==> config.mk <==
export PLATFORM = sky130hd
export DESIGN_NAME = axis_packet_arbiter
export DESIGN_NICKNAME = d
export VERILOG_FILES = /design/src/rtl/axis_packet_arbiter.sv
export SDC_FILE = /design/constraint.sdc
export NUM_CORES = 1
export LEC_CHECK = 0
export BUFFER_PORTS_ARGS = -buffer_cell sky130_fd_sc_hd__buf_2
export CORE_ASPECT_RATIO = 1.1
export CORE_UTILIZATION = 54
export CTS_BUF_LIST = sky130_fd_sc_hd__clkbuf_8
export DETAILED_ROUTE_END_ITERATION = 6
export PLACE_DENSITY = 0.88
export SETUP_SLACK_MARGIN = 0.2
export SYNTH_ARGS = -nofsm -noshare
export SYNTH_HDL_FRONTEND = slang
export SYNTH_SLANG_ARGS = --single-unit
export TNS_END_PERCENT = 5
==> constraint.sdc <==
create_clock -name axis_aclk -period 5.15 [get_ports axis_aclk]
set_input_delay 1.03 -clock axis_aclk [delete_from_list [all_inputs] [get_ports axis_aclk]]
set_output_delay 1.03 -clock axis_aclk [all_outputs]
set_load 0.1 [all_outputs]
==> src/rtl/axis_packet_arbiter.sv <==
// axis_packet_arbiter
// Two-input, packet-level round-robin arbiter for AXI-Stream. A grant is held
// from the first beat to the tlast beat, so packets never interleave. The
// output stage is a single register slice (one cycle latency, full rate).
// A beat limit force-terminates packets from a producer that never sends tlast.
// Note: axis_aresetn is a synchronous, ACTIVE-HIGH reset despite its name.

module axis_packet_arbiter #(
  parameter int DATA_SIZE = 32,
  parameter int MAX_BEATS = 256,
  parameter int CNT_WIDTH = 16
) (
  input  logic                     axis_aclk,
  input  logic                     axis_aresetn,
  input  logic                     arb_enable,

  input  logic [DATA_SIZE-1:0]     s00_axis_tdata,
  input  logic [DATA_SIZE/8-1:0]   s00_axis_tstrb,
  input  logic                     s00_axis_tvalid,
  input  logic                     s00_axis_tlast,
  output logic                     s00_axis_tready,

  input  logic [DATA_SIZE-1:0]     s01_axis_tdata,
  input  logic [DATA_SIZE/8-1:0]   s01_axis_tstrb,
  input  logic                     s01_axis_tvalid,
  input  logic                     s01_axis_tlast,
  output logic                     s01_axis_tready,

  output logic [DATA_SIZE-1:0]     m00_axis_tdata,
  output logic [DATA_SIZE/8-1:0]   m00_axis_tstrb,
  output logic                     m00_axis_tvalid,
  output logic                     m00_axis_tlast,
  input  logic                     m00_axis_tready,

  output logic [1:0]               grant,
  output logic [CNT_WIDTH-1:0]     pkt_count0,
  output logic [CNT_WIDTH-1:0]     pkt_count1,
  output logic                     err_trunc
);

  localparam int BW = $clog2(MAX_BEATS + 1);
  localparam logic [BW-1:0] LAST_BEAT = BW'(MAX_BEATS - 1);

  typedef enum logic [1:0] {
    IDLE = 2'd0,
    GNT0 = 2'd1,
    GNT1 = 2'd2
  } state_t;

  state_t                  state;
  state_t                  next_state;
  logic                    last_grant;
  logic [BW-1:0]           beat_cnt;

  logic                    out_free;
  logic                    sel_valid;
  logic                    sel_last;
  logic [DATA_SIZE-1:0]    sel_data;
  logic [DATA_SIZE/8-1:0]  sel_strb;
  logic                    accept;
  logic                    at_limit;
  logic                    pkt_end;
  logic                    trunc;

  assign grant = {state == GNT1, state == GNT0};

  // Select the granted input, derive ready and the beat-accept / packet-end events
  always_comb begin
    out_free        = !m00_axis_tvalid || m00_axis_tready;
    s00_axis_tready = (state == GNT0) && out_free;
    s01_axis_tready = (state == GNT1) && out_free;
    sel_valid       = 1'b0;
    sel_last        = 1'b0;
    sel_data        = s00_axis_tdata;
    sel_strb        = s00_axis_tstrb;
    if (state == GNT0) begin
      sel_valid = s00_axis_tvalid;
      sel_last  = s00_axis_tlast;
    end else if (state == GNT1) begin
      sel_valid = s01_axis_tvalid;
      sel_last  = s01_axis_tlast;
      sel_data  = s01_axis_tdata;
      sel_strb  = s01_axis_tstrb;
    end
    accept   = sel_valid && out_free;
    at_limit = (beat_cnt == LAST_BEAT);
    pkt_end  = accept && (sel_last || at_limit);
    trunc    = accept && !sel_last && at_limit;
  end

  // Next-state logic: round-robin pick in IDLE, hold the grant until packet end
  always_comb begin
    next_state = state;
    case (state)
      IDLE: begin
        if (arb_enable) begin
          if (s00_axis_tvalid && s01_axis_tvalid) begin
            next_state = last_grant ? GNT0 : GNT1;
          end else if (s00_axis_tvalid) begin
            next_state = GNT0;
          end else if (s01_axis_tvalid) begin
            next_state = GNT1;
          end
        end
      end
      GNT0, GNT1: begin
        if (pkt_end) begin
          next_state = IDLE;
        end
      end
      default: next_state = IDLE;
    endcase
  end

  // State register
  always_ff @(posedge axis_aclk) begin
    if (axis_aresetn) begin
      state <= IDLE;
    end else begin
      state <= next_state;
    end
  end

  // Output register slice, beat/packet counters, round-robin memory and error pulse
  always_ff @(posedge axis_aclk) begin
    if (axis_aresetn) begin
      m00_axis_tdata  <= '0;
      m00_axis_tstrb  <= '0;
      m00_axis_tvalid <= 1'b0;
      m00_axis_tlast  <= 1'b0;
      beat_cnt        <= '0;
      last_grant      <= 1'b1;
      pkt_count0      <= '0;
      pkt_count1      <= '0;
      err_trunc       <= 1'b0;
    end else begin
      err_trunc <= trunc;
      if (accept) begin
        m00_axis_tdata  <= sel_data;
        m00_axis_tstrb  <= sel_strb;
        m00_axis_tvalid <= 1'b1;
        m00_axis_tlast  <= sel_last || at_limit;
      end else if (m00_axis_tready) begin
        m00_axis_tvalid <= 1'b0;
      end
      if (pkt_end) begin
        beat_cnt <= '0;
      end else if (accept) begin
        beat_cnt <= beat_cnt + 1'b1;
      end
      if (pkt_end) begin
        last_grant <= (state == GNT1);
        if (state == GNT1) begin
          pkt_count1 <= pkt_count1 + 1'b1;
        end else begin
          pkt_count0 <= pkt_count0 + 1'b1;
        end
      end
    end
  end

endmodule

**Word level (Yosys, flattened, before mapping)**

Index checks and enable logic that the tools add are counted.

- Register bits after elaboration: 83
- Input bits: 80
- Output and inout bits: 75
- Word-level logic and storage cells: 55

- $add $sub $neg: 3
- Equal/unequal tests: 6
- Mux-type cells: 17
- Bitwise logic cells: 1
- Reduce and logical (&&, ||, !) cells: 18

Operator list:

| cell | count |
|---|---|
| $mux W32 | 2 |
| $add A16 B1 Y16 const B | 2 |
| $mux W2 | 6 |
| $add A9 B1 Y9 const B | 1 |
| $eq A9 B8 Y1 const B | 1 |
| $mux W4 | 2 |
| $logic_and A1 B1 Y1 | 7 |
| $mux W1 | 6 |
| $ne A2 B2 Y1 const B | 2 |
| $ne A4 B4 Y1 const B | 1 |
| $pmux W2 S2 | 1 |
| $reduce_and A2 Y1 | 2 |
| $reduce_or A2 Y1 | 2 |
| $reduce_and A3 Y1 | 1 |
| $eq A2 B1 Y1 const B | 1 |
| $eq A2 B2 Y1 const B | 1 |
| $logic_not A1 Y1 | 2 |
| $logic_not A2 Y1 | 1 |
| $logic_or A1 B1 Y1 | 2 |
| $reduce_bool A2 Y1 | 1 |
| $not A1 Y1 | 1 |

**Depth between registers and ports, before layout**

- Depth after elaboration: 7
- Depth in mapped cells: 10
- Mapped depth without buffers: 8

**Worst setup path before layout**

Ideal clock, no wire load.

- Path kind: reg2out
- From: register state[0]
- To: output port s01_axis_tready
- Arrival: 2.530 ns
- Data required time: 4.120 ns
- Path slack: 1.590 ns
- Stages on the path, launching flop included: 6
- Path buffers: 2
- Path through: dfxtp_1 inv_1 ha_1 buf_4 clkbuf_1 and2_1

- Word-level cells in the longest chain between the ends: 2

RTL lines:

| item | line | text |
|---|---|---|
| start, declared | 50 | `state_t state;` |
| start signal, assigned | 120 | `state <= next_state;` |
| $eq A2 B2 Y1 | - |  |
| net grant[1] | 35 | `output logic [1:0] grant,` |
| $logic_and A1 B1 Y1 | 71 | `s01_axis_tready = (state == GNT1) && out_free;` |
| end, declared | 27 | `output logic s01_axis_tready,` |

The timed path passes the listed nets, and every way through them passes these cells.

**Final worst setup path**

- From: register state[0]
- To: register pkt_count1[15]

- Word-level cells in the longest chain between the ends: 6
- Elaborated cells on any way between the ends: 10
- Classes of those cells: eq/ne: 2; mux: 4; reduce/logical: 4

RTL lines:

| item | line | text |
|---|---|---|
| $eq A2 B2 Y1 | 79, 153 |  |
| $mux W1 | 79 | `end else if (state == GNT1) begin` |
| $mux W1 | 76 | `if (state == GNT0) begin` |
| $logic_and A1 B1 Y1 / $logic_or A1 B1 Y1 (equally long branches) | 85, 87 |  |
| $logic_and A1 B1 Y1 | 87 | `pkt_end = accept && (sel_last \|\| at_limit);` |
| $reduce_and A2 Y1 (no source line) * | - |  |
| end signal, assigned | 154 | `pkt_count1 <= pkt_count1 + 1'b1;` |
| end, declared | 37 | `output logic [CNT_WIDTH-1:0] pkt_count1,` |

Every way passes the cells marked *; elsewhere a longest branch is shown, timed or not.
A chain may end at the register's enable or synchronous reset.

==> reports/metrics.cfg <==
[outcome]
status = complete, no violations

[drt]
dr.pass1.iters = 4
routed.top_layer = met4
drtAntennaViolNets = 0
drc = 0
routed_wl_mm = 8.95
wl_met1_mm = 3.75
wl_per_cell_um = 13.7
route.met2.wl_mm = 4.60
vias = 3517
vias_per_cell = 5.39
drt_iter0_drc = 163
met3_wirelength_um = 440

[grt]
grt_max_degree = 100
grtUsageTotal = 0.237
grt_pass1_vias = 3265
gr-total-overflow = 0
antenna_found_initial = 0
grt_pass1_wl_mm = 14.7

[synth]
synth_ff_type = dfxtp_1
ys_types = 56
synth_top_area_cell = dfxtp_1
synth_common_cells = 83 x dfxtp_1, 75 x nor2_1, 38 x mux2i_1
synth-xor-area-share = 0.0625
yosys.area_share.simple = 0.216
synth_compound_area_frac = 0.123
synth_top_area_frac = 0.424
synthMuxAreaShare = 0.105
async_reset_ff_frac = 0
syn_area_um2 = 3920
synthTopCellsByArea = dfxtp_1 42%, mux2i_1 9.7%, nor2_1 7.2%
synth.net_count = 512
yosys_warnings = 0
synth_top_family_by_area = simple AND/OR/NAND/NOR gates
synth_area_per_cell_um2 = 9.23
netlist_instances = 425
yosys.area_share.adder = 0.0223
synth_edf_count = 0
synth-seq-cells = 83
yosysMostFrequentCell = dfxtp_1
synth-seq-area-share = 0.424

[clock_tree]
cts_buffers = 9
htree_levels = 3
clock_path_buffers = 2
postCtsSetupRepairBufs = 0
cts_root_buf = clkbuf_8
numClockSinks = 83
clk_pin_slew_ns = 0.08
cts_tree = done
postCtsHoldBufs = 0
clk_latency_ns = 0.34
cts_resized = 0

[flow_run]
cap_violations = 0

[sta]
relSlewSlack = 0.324
finalCriticalPeriod_ns = 3.21
maxSlewViolCount = 0
tightest_slew_ns = 1.01
fin_skew_ns = 0.00834
setup_violations = 0
max_freq_mhz = 312
hold_viol_final = 0
setup_ws_ns = 1.94
period_share = 0.623
rsz0062_at_grt = false
fin_tns_setup_ns = 0

[worst_setup_path]
crit_type = flip-flop to flip-flop
worstPathMaxFanout = 39
critPathCaptureType = flip-flop
crit_arrival_ns = 3.48
path_cells = inv_1 -> ha_1 -> and2b_4 -> a221o_2 -> nand3_4 -> or4_1 -> a21oi_1
critPathLaunchType = flip-flop
cp.required_ns = 5.42
cpPeakStageDelay_ns = 0.75
cp_slowest_cell = and2b_4

[pwr]
powerDensity_nw_per_um2 = 334
ir_worst_vdd_uv = 249
leakage_nw = 2.06

[place]
placed_area_um2 = 4660
hpwl_mm = 6.61
routabilityCongestion = 0.802
io_buffers = 154
place_ws_ns = 1.95

[layout]
diodes = 0
nets = 651
syn_to_final_growth_pct = 23.2
layout-drive-gt1-share = 0.330
final_area_um2 = 4830

[die]
start_util = 0.560
fp.dieH_um = 91.4
die_w_um = 83.3
io_pins = 155
num_rows = 32
core_area_um2 = 7010
die_area_um2 = 7610

[worst_hold_path]
hp-class = flip-flop to flip-flop

[power breakdown]
part	total [mW]	switching [mW]	internal (mW)	leakage, nW
clock	0.403	0.209	0.194	0.0885
combinational	0.512	0.397	0.115	1.30
sequential	0.698	0.0189	0.679	0.672
total	1.61	0.625	0.988	2.06
[routing by layer]
| layer | global-route usage | vias up |
|---|---|---|
| li1 | - | 1782 |
| met4 | 0.0790 | 0 |
| met3 | 0.0473 | 15 |
| met1 | 0.279 | 1610 |
| met2 | 0.428 | 110 |
| met5 | 0 | - |
[critical path, delay by kind of cell, from the launching register on]
| kind | cells | cell delay, ns |
|---|---|---|
| and+or+nand+nor | 3 | 1.40 |
| AOI/OAI and AO/OA | 2 | 0.72 |
| adders and majority gates | 1 | 0.60 |
| DFF | 1 | 0.32 |
| buffers and inverters | 1 | 0.10 |
[flip-flops by register name, indices dropped and copies added, names as in the netlist]
signal,flops
err_trunc,1
last_grant,1
beat_cnt,9
m00_axis_tlast,1
pkt_count1,16
m00_axis_tdata,32
m00_axis_tstrb,4
m00_axis_tvalid,1
pkt_count0,16
state,2
[through the flow]
stage	hold slack [ns]	util	power, mW	std cells
2_1_floorplan	0.454	-	1.14	425
3_3_place_gp	0.452	0.666	1.22	638
3_5_place_dp	0.461	0.666	1.23	638
4_1_cts	0.470	0.690	1.62	652
5_1_grt	0.508	0.690	1.68	652
6_report	0.472	0.690	1.61	652
[cell families (layout without fill, tap and decap cells)]
| family | count (synthesis) | in the layout |
|---|---|---|
| flops | 83 | 83 |
| xor+xnor | 28 | 28 |
| mux | 40 | 40 |
| simple gates | 162 | 162 |
| compound gates | 67 | 67 |
| fa+ha+maj | 7 | 7 |
| buf+inv | 38 | 180 |
[path summary, 6_finish.rpt]
path,to,slack (ns),startpoint,cells past startpoint
setup / recovery,pkt_count1[15],1.94,state[0],7
hold / removal,m00_axis_tlast,0.47,m00_axis_tlast,2
setup reg to reg,pkt_count1[15],1.94,state[0],7
hold reg to reg,m00_axis_tlast,0.47,m00_axis_tlast,2
[placed cells by master, fill, tap and decap left out, drive strengths merged, types with 2 or more instances in the layout]
| master | n |
|---|---|
| a21oi | 10 |
| or2b | 2 |
| nand3 | 11 |
| nand4b | 3 |
| a211oi | 37 |
| and2 | 4 |
| mux2 | 2 |
| dfxtp | 83 |
| or3 | 3 |
| and3 | 6 |
| or4 | 3 |
| o21a | 4 |
| o21ai | 7 |
| xor2 | 19 |
| clkbuf | 11 |
| ha | 7 |
| nand2 | 17 |
| nand4 | 17 |
| o31ai | 2 |
| mux2i | 38 |
| a221oi | 2 |
| inv | 12 |
| xnor2 | 9 |
| buf | 155 |
| nor2 | 75 |
| nor3 | 8 |
| nor2b | 2 |
| nor4b | 2 |
| nor4 | 2 |
[cell type report]
type | count | area [um^2]
clock inverters | 3 | 16.3
fillers | 568 | 2170
flip-flops and latches | 83 | 1660
multi-input cells | 304 | 2080
repair buffers | 155 | 778
well taps | 85 | 106
clock buffers | 11 | 151
inverters | 11 | 41.3
(Power assumes the default switching activity.)
